<file path="src/rtl/ltc_align_pkg.sv">
// Shared definitions for the LTC2xxx frame-lane bitslip alignment logic.
package ltc_align_pkg;

  typedef enum logic [2:0] {
    ST_IDLE,
    ST_CHECK,
    ST_SLIP,
    ST_SETTLE,
    ST_LOCKED,
    ST_FAIL
  } ltc_state_t;

  localparam logic [3:0] FR_PATTERN_DEFAULT = 4'b1100;

  function automatic logic [7:0] sat_inc8(input logic [7:0] v);
    return (v == 8'hFF) ? v : v + 8'd1;
  endfunction

endpackage

</file>
<file path="src/rtl/ltc_frame_cmp.sv">
// Frame-word comparator with saturating consecutive match / mismatch counters.
module ltc_frame_cmp #(
  parameter int               SER_W     = 4,
  parameter logic [SER_W-1:0] PATTERN   = '0,
  parameter int               MATCH_CNT = 64,
  parameter int               ERR_LIMIT = 4
) (
  input  logic             clk,
  input  logic             rst_n,
  input  logic             clr,
  input  logic             en,
  input  logic [SER_W-1:0] frame,
  output logic             match,
  output logic             match_done,
  output logic             miss_done
);

  localparam int MW = $clog2(MATCH_CNT + 1);
  localparam int EW = $clog2(ERR_LIMIT + 1);
  localparam logic [MW-1:0] MATCH_LAST = MW'(MATCH_CNT - 1);
  localparam logic [MW-1:0] MATCH_MAX  = MW'(MATCH_CNT);
  localparam logic [EW-1:0] MISS_LAST  = EW'(ERR_LIMIT - 1);
  localparam logic [EW-1:0] MISS_MAX   = EW'(ERR_LIMIT);

  logic [MW-1:0] match_cnt;
  logic [EW-1:0] miss_cnt;

  assign match = (frame == PATTERN);

  // Flags fire on the word that makes the count reach its limit.
  assign match_done = en && match && (match_cnt == MATCH_LAST);
  assign miss_done  = en && !match && (miss_cnt == MISS_LAST);

  always_ff @(posedge clk or negedge rst_n) begin
    if (!rst_n) begin
      match_cnt <= '0;
      miss_cnt  <= '0;
    end else if (clr) begin
      match_cnt <= '0;
      miss_cnt  <= '0;
    end else if (en) begin
      if (match) begin
        match_cnt <= (match_cnt == MATCH_MAX) ? match_cnt : match_cnt + 1'b1;
        miss_cnt  <= '0;
      end else begin
        miss_cnt  <= (miss_cnt == MISS_MAX) ? miss_cnt : miss_cnt + 1'b1;
        match_cnt <= '0;
      end
    end
  end

endmodule

</file>
<file path="src/rtl/ltc_frame_align.sv">
// Bitslip-based word alignment of ISERDES2 lanes against the ADC frame lane.
module ltc_frame_align
  import ltc_align_pkg::*;
#(
  parameter int               NLANES     = 8,
  parameter int               SER_W      = 4,
  parameter logic [SER_W-1:0] FR_PATTERN = SER_W'(FR_PATTERN_DEFAULT),
  parameter int               SETTLE_CYC = 16,
  parameter int               MATCH_CNT  = 64,
  parameter int               MAX_SLIP   = 2 * SER_W,
  parameter int               ERR_LIMIT  = 4
) (
  input  logic                    clk,
  input  logic                    rst_n,
  input  logic                    start,
  input  logic [SER_W-1:0]        frame_in,
  input  logic [NLANES*SER_W-1:0] data_in,
  output logic                    bitslip,
  output logic [NLANES*SER_W-1:0] data_out,
  output logic                    data_valid,
  output logic                    locked,
  output logic                    fail,
  output logic [7:0]              slip_count,
  output logic [7:0]              err_count
);

  localparam int AW = $clog2(MAX_SLIP + 1);
  localparam int SW = $clog2(SETTLE_CYC + 1);
  localparam logic [AW-1:0] MAX_ATT     = AW'(MAX_SLIP);
  localparam logic [SW-1:0] SETTLE_LAST = SW'(SETTLE_CYC - 1);

  ltc_state_t    state, next_state;
  logic [AW-1:0] attempts;
  logic [SW-1:0] settle_cnt;
  logic          cmp_clr, cmp_en;
  logic          frame_match, match_done, miss_done;

  ltc_frame_cmp #(
    .SER_W     (SER_W),
    .PATTERN   (FR_PATTERN),
    .MATCH_CNT (MATCH_CNT),
    .ERR_LIMIT (ERR_LIMIT)
  ) u_cmp (
    .clk        (clk),
    .rst_n      (rst_n),
    .clr        (cmp_clr),
    .en         (cmp_en),
    .frame      (frame_in),
    .match      (frame_match),
    .match_done (match_done),
    .miss_done  (miss_done)
  );

  always_ff @(posedge clk or negedge rst_n) begin
    if (!rst_n) state <= ST_IDLE;
    else        state <= next_state;
  end

  always_comb begin
    next_state = state;
    case (state)
      ST_IDLE:   next_state = ST_CHECK;
      ST_CHECK: begin
        if (match_done)       next_state = ST_LOCKED;
        else if (!frame_match) next_state = ST_SLIP;
      end
      ST_SLIP:   next_state = (attempts == MAX_ATT) ? ST_FAIL : ST_SETTLE;
      ST_SETTLE: if (settle_cnt == SETTLE_LAST) next_state = ST_CHECK;
      ST_LOCKED: if (miss_done) next_state = ST_CHECK;
      ST_FAIL:   next_state = ST_FAIL;
      default:   next_state = ST_IDLE;
    endcase
    if (start) next_state = ST_CHECK;

    // Comparator counts only in CHECK/LOCKED and restarts from zero on every state change.
    cmp_en  = (state == ST_CHECK) || (state == ST_LOCKED);
    cmp_clr = start || !cmp_en || (next_state != state);
  end

  assign bitslip = (state == ST_SLIP) && (attempts != MAX_ATT);
  assign locked  = (state == ST_LOCKED);
  assign fail    = (state == ST_FAIL);

  always_ff @(posedge clk or negedge rst_n) begin
    if (!rst_n) begin
      attempts   <= '0;
      settle_cnt <= '0;
      slip_count <= '0;
      err_count  <= '0;
      data_valid <= 1'b0;
      data_out   <= '0;
    end else begin
      settle_cnt <= (state == ST_SETTLE && next_state == ST_SETTLE) ? settle_cnt + 1'b1 : '0;
      if (start) begin
        attempts   <= '0;
        slip_count <= '0;
        err_count  <= '0;
      end else begin
        if (bitslip) begin
          attempts   <= attempts + 1'b1;
          slip_count <= sat_inc8(slip_count);
        end
        if (state == ST_LOCKED && !frame_match) err_count <= sat_inc8(err_count);
      end
      data_valid <= locked;
      data_out   <= locked ? data_in : '0;
    end
  end

endmodule
</file>
<file path="config.mk">
export PLATFORM = sky130hd
export DESIGN_NAME = ltc_frame_align
export DESIGN_NICKNAME = d
export VERILOG_FILES = /design/src/rtl/ltc_align_pkg.sv /design/src/rtl/ltc_frame_cmp.sv /design/src/rtl/ltc_frame_align.sv
export SDC_FILE = /design/constraint.sdc
export NUM_CORES = 1
export LEC_CHECK = 0
export BUFFER_PORTS_ARGS = -buffer_cell sky130_fd_sc_hd__buf_2
export CORE_ASPECT_RATIO = 0.75
export CORE_UTILIZATION = 30
export CTS_BUF_LIST = sky130_fd_sc_hd__clkbuf_4
export DETAILED_ROUTE_END_ITERATION = 10
export SLEW_MARGIN = 30
export SYNTH_ARGS = -nofsm -noshare
export SYNTH_HDL_FRONTEND = slang
export SYNTH_SLANG_ARGS = --single-unit
</file>
<file path="constraint.sdc">
create_clock -name clk -period 2.07 [get_ports clk]
set_input_delay 0.1035 -clock clk [delete_from_list [all_inputs] [get_ports clk]]
set_output_delay 0.1035 -clock clk [all_outputs]
set_load 0.005 [all_outputs]
</file>
==> impl_metrics.ini, run 1 <==
[routing]
via_per_inst = 4.60
drc = 0
detail-route-antenna-nets = 0
wl_per_cell_um = 12.8
first_pass_iters = 4
routed_wl_um = 7230
dr.first_iter.drc_count = 123
vias = 2590

[power]
switching_power_uw = 633
comb_power_share = 0.076
p_leak_nw = 2.13
p_total_mw = 2.50
clkPwrFrac = 0.356
p_int_mw = 1.87
seqPwrFrac = 0.568
swShare = 0.253
ir_drop_uv = 379
power_density_nw_per_um2 = 586

[place]
hpwl_um = 4600
dp_slack_ps = 199
port_buffers = 90
gp_congestion = 0.807
post-place-cells = 513

[synth]
yosysWarnings = 0
syn_area_per_cell_um2 = 10.8
synthCells = 293
ys.flop_type = dfrtp_1
ys_ff_latch = 71
synthArstFlopShare = 1.00
synth.net_count = 343
synth.distinct_cells = 44
synth_edf_count = 0
ys_seq_area_frac = 0.561
syn-cell-area_um2 = 3170

[sta]
fmax_ghz = 0.529
hold_viol = 0
fin_ws_ps = 179
period_minus_slack_ps = 1890
maxSlewViolCount = 0
setup_viol = 0
finalSetupTns_ps = 0
slew_headroom = 0.618
rsz0062_at_grt = no
finalCritPeriodShare = 0.913
worstMarginPinSlew_ps = 571
skew_ps = 16.2

[cells_and_area]
instances_no_fill = 563
fin_nets = 472
antennaDiodeCount = 0
layout-drive-gt1-share = 0.279
synthToLayoutAreaGrowth_pct = 34.9

[run]
drv_cap = 0

[clocking]
cts_buffers = 9
cts_tree = done
htree_levels = 3
max-clock-path-buffers = 2
cts-root-buf = clkbuf_4
cts_setup_buffers = 0
clk_latency_ps = 430
clkTransAtPathRegs_ps = 120
cts_sinks = 71

[critical_path]
critPathCaptureType = output pin
path_max_fanout = 36
arrival_ps = 1790
start_kind = register
worstSetupPathType = register to output pin
r2r_slack_ps = 190
worstPathRequired_ps = 1970

[floorplan]
num_rows = 32
die_w_um = 121
die_h_um = 91.0
io_pins = 91
die-area_um2 = 11000
initial_core_util = 0.308
core_area_um2 = 10300

[grt]
grt_antenna_before_repair = 0
grt_pass1_wl_um = 12300
grt.overflow.total = 0
grt_max_degree = 72
grtUsageTotal = 0.145
grt_pass1_vias = 2564

[worst_hold_path]
worstHoldPathType = input pin to register

[run_status]
status = completed
## metrics by stage
step                area [um^2]  hold slack [ps]   util
floorplan                  3170             -192      -
global route               4270              118  0.415
CTS                        4270             86.9  0.415
finish                     4270              114  0.415
detailed placement         3790              163  0.368
global placement           3790              165  0.368
## cell usage after synthesis (2+ instances only)
master	instances	area (um^2)
or4_1	3	22.5
and4_1	2	17.5
nor4b_1	2	17.5
dfrtp_1	71	1780
mux2i_1	4	40.0
buf_4	2	15.0
a21oi_1	16	80.1
and3_1	4	25.0
o21ai_0	9	45.0
nand2b_1	4	25.0
buf_2	2	10.0
ha_1	11	138
nand3b_1	4	30.0
a211oi_1	3	22.5
nand4_1	5	31.3
clkbuf_1	6	22.5
nor3_1	9	45.0
or2_2	2	12.5
and2_1	32	200
or3_1	8	50.1
xnor2_1	5	43.8
nor2b_1	2	12.5
o31ai_1	3	22.5
nor4_1	3	18.8
inv_1	13	48.8
nand3_1	13	65.1
nand2_1	13	48.8
nor2_1	19	71.3
xor2_1	7	61.3
o211ai_1	2	15.0
## final timing paths
kind | from | end | cells past startpoint
max in group asynchronous | rst_n | state[0] | 3
max | state[2] | locked | 3
min reg2reg | settle_cnt[0] | settle_cnt[0] | 1
min | frame_in[1] | state[2] | 5
max reg2reg | u_cmp.match_cnt[0] | u_cmp.miss_cnt[2] | 5
min in group asynchronous | rst_n | data_out[2] | 3
## power groups by stage
stage | logic, mW | registers [mW] | clock network, mW
finish | 0.191 | 1.42 | 0.891
global route | 0.213 | 1.42 | 1.00
CTS | 0.192 | 1.42 | 0.941
detailed placement | 0.142 | 1.45 | 0
global placement | 0.141 | 1.44 | 0
floorplan | 0.0742 | 1.43 | 0
## layer usage
layer / track usage / vias up / routed length (um)
li1: - / 1270 / -
met1: 0.189 / 1214 / 3420
met2: 0.213 / 98 / 3080
met3: 0.0622 / 8 / 631
met4: 0.0525 / 0 / 96
met5: 0 / - / 0
## cells by family (layout without fill, tap and decap cells)
family / after synthesis / in the layout / synth area share
and+or+nand+nor: 129 / 129 / 0.235
DFF: 71 / 71 / 0.561
AOI/OAI and AO/OA: 41 / 41 / 0.0798
buffers and inverters: 25 / 159 / 0.0351
xor gates and xnor gates: 12 / 12 / 0.0332
adders and majority gates: 11 / 11 / 0.0434
muxes: 4 / 4 / 0.0126
## area by class of cell
type	count	area, um^2
clock buffer	9	67.6
sequential	71	1780
tap	136	170
clock inverter	7	70.1
inverter	13	48.8
fill	979	6020
timing repair buffer	130	852
multi-input combinational	197	1290
## critical path, cell delays in order (launching register included)
cell	delay (ps)
dfrtp_1	560
nor3b_4	360
buf_6	260
buf_2	150
## sequential cells by signal, summed over array words and instances (netlist names), 3 cells and up
signal,cells
attempts,4
u_cmp.miss_cnt,3
slip_count,8
err_count,8
data_out,32
settle_cnt,5
state,3
u_cmp.match_cnt,7
## cell usage in the layout, fill, tap and decap left out, types with 2 or more instances in the layout
| master | instances |
|---|---|
| clkinv_2 | 3 |
| buf_2 | 90 |
| nand4_1 | 5 |
| nor2b_1 | 2 |
| nor4_1 | 3 |
| a21oi_1 | 16 |
| xor2_1 | 7 |
| and4_1 | 2 |
| mux2i_1 | 4 |
| buf_4 | 4 |
| o211ai_1 | 2 |
| dlygate4sd3_1 | 34 |
| o21ai_0 | 9 |
| o31ai_1 | 3 |
| nand2_1 | 13 |
| nor4b_1 | 2 |
| nor3b_4 | 2 |
| dfrtp_1 | 70 |
| and3_1 | 4 |
| ha_1 | 11 |
| inv_1 | 13 |
| or2_2 | 2 |
| or4_1 | 3 |
| nor2_1 | 19 |
| nand3b_1 | 4 |
| nand3_1 | 13 |
| nor3_1 | 9 |
| xnor2_1 | 5 |
| a211oi_1 | 3 |
| or3_1 | 8 |
| clkbuf_4 | 9 |
| inv_6 | 2 |
| and2_1 | 32 |
| nand2b_1 | 4 |
## what timing repair did
action / in CTS / in global routing
setup endpoints to repair: 0 / 2
hold endpoints to repair: 106 / 0
hold buffers: 34 / 0
resized for setup: 0 / 2
No activity file was read; power rests on OpenSTA's default activity.
==> run 2: changes to the inputs <==
--- a/config.mk
+++ b/config.mk
@@ -7,6 +7,7 @@
 export LEC_CHECK = 0
 export BUFFER_PORTS_ARGS = -buffer_cell sky130_fd_sc_hd__buf_2
 export CORE_ASPECT_RATIO = 0.75
+export CORE_MARGIN = 2
 export CORE_UTILIZATION = 30
 export CTS_BUF_LIST = sky130_fd_sc_hd__clkbuf_4
 export DETAILED_ROUTE_END_ITERATION = 10
==> impl_metrics.ini, run 2 (synthesized netlist as in run 1, its figures left out) <==
[run_status]
status = completed

[grt]
grt_antenna_before_repair = 0
grt_pass1_wl_um = 12500
grt_max_degree = 72
grtUsageTotal = 0.141
grt.overflow.total = 0
grt_pass1_vias = 2658

[critical_path]
worstSetupPathType = register to register
start_kind = register
path_max_fanout = 9
arrival_ps = 2160
worstPathRequired_ps = 2420
critPathCaptureType = register

[cells_and_area]
layout-drive-gt1-share = 0.279
stdcell_area_um2 = 4270
layout_common_cells = buf_2, dfrtp_1, dlygate4sd3_1
fin_util = 0.415
fin_nets = 472
top_regs = data_out x32, err_count x8, slip_count x8
final_common_cell = buf_2
final.fill_count = 951
antennaDiodeCount = 0
instances_no_fill = 563
largest_reg_flops = 32
synthToLayoutAreaGrowth_pct = 34.9
regMostFlops = data_out

[routing]
wl_met2_um = 3200
detail-route-antenna-nets = 0
drc = 0
vias = 2610
via_per_inst = 4.64
first_pass_iters = 4
met3WireLength_um = 688
routed_wl_um = 7320
dr.max_layer_used = met4
wl_per_cell_um = 13.0
dr.first_iter.drc_count = 99
wl_met1_um = 3380

[sta]
hold_viol = 0
fmax_ghz = 0.551
setup_viol = 0
maxSlewViolCount = 0
finalCritPeriodShare = 0.876
rsz0062_at_grt = no
finalSetupTns_ps = 0
period_minus_slack_ps = 1810
skew_ps = 12.0
slew_headroom = 0.593
worstMarginPinSlew_ps = 608

[floorplan]
num_rows = 32
die_w_um = 123
io_pins = 91
die_h_um = 93.0
core_area_um2 = 10300
initial_core_util = 0.308
die-area_um2 = 11400

[place]
port_buffers = 90
gp_congestion = 0.785
post-place-cells = 514
placed_cell_area_um2 = 3800
hpwl_um = 4820

[power]
p_int_mw = 1.87
swShare = 0.254
p_leak_nw = 2.13
clkPwrFrac = 0.358
power_density_nw_per_um2 = 586
p_total_mw = 2.50
seqPwrFrac = 0.567
ir_drop_uv = 452
comb_power_share = 0.076
switching_power_uw = 635

[clocking]
clk_latency_ps = 420
cts_buffers = 9
cts_sinks = 71
htree_levels = 3
clkTransAtPathRegs_ps = 110
cts_tree = done
max-clock-path-buffers = 2
cts-root-buf = clkbuf_4

[worst_hold_path]
worstHoldPathType = input pin to register

[run]
drv_cap = 0
==> run 2: layout make-up <==
type | count | area (um^2) | area share
Inverter | 13 | 48.8 | 0.0114
Timing Repair Buffer | 130 | 846 | 0.198
Multi-Input combinational cell | 197 | 1290 | 0.302
Tap cell | 136 | 170 | 0.0398
Sequential cell | 71 | 1780 | 0.416
Clock inverter | 7 | 72.6 | 0.0170
Clock buffer | 9 | 67.6 | 0.0158
==> run 2: metal layers <==
metal  GRT usage  up-vias
met1       0.181     1237
met2       0.209       84
met3      0.0726        5
met5           0        -
met4      0.0316        0
li1            -     1284
==> run 2: per-stage QoR <==
stage | hold slack (ps) | setup slack, ps
finish | 70.4 | 257
global route | 58.2 | 20.4
global placement | 162 | 287
floorplan | -192 | 435
CTS | 41.8 | 183
detailed placement | 164 | 203
==> run 2: power groups by stage <==
stage	logic (mW)	clock network [mW]	registers, mW
4_1_cts	0.190	0.936	1.42
5_1_grt	0.213	0.987	1.42
2_1_floorplan	0.0742	0	1.43
3_3_place_gp	0.140	0	1.44
6_report	0.189	0.895	1.42
3_5_place_dp	0.143	0	1.45
==> run 2: critical path: stages (launching register included) <==
cell      delay, ps
dfrtp_1         550
nor3b_4         320
o211ai_1        300
or3_1           430
a21oi_1         140
==> run 2: repair_timing <==
| item | in CTS | in global routing |
|---|---|---|
| setup endpoints to repair | 0 | 1 |
| setup buffers | 0 | 0 |
| resized for setup | 0 | 1 |
| hold buffers | 33 | 0 |
| endpoints found under the hold margin | 103 | 0 |
==> run 2: final timing paths <==
path / slack [ps] / start / cells past startpoint / to
min reg2reg: 480 / settle_cnt[0] / 1 / settle_cnt[0]
min: 70 / start / 2 / err_count[1]
max in group asynchronous: 1530 / rst_n / 3 / u_cmp.match_cnt[6]
max reg2reg: 260 / state[2] / 4 / err_count[5]
max: 260 / state[2] / 4 / err_count[5]
min in group asynchronous: 230 / rst_n / 3 / data_out[17]
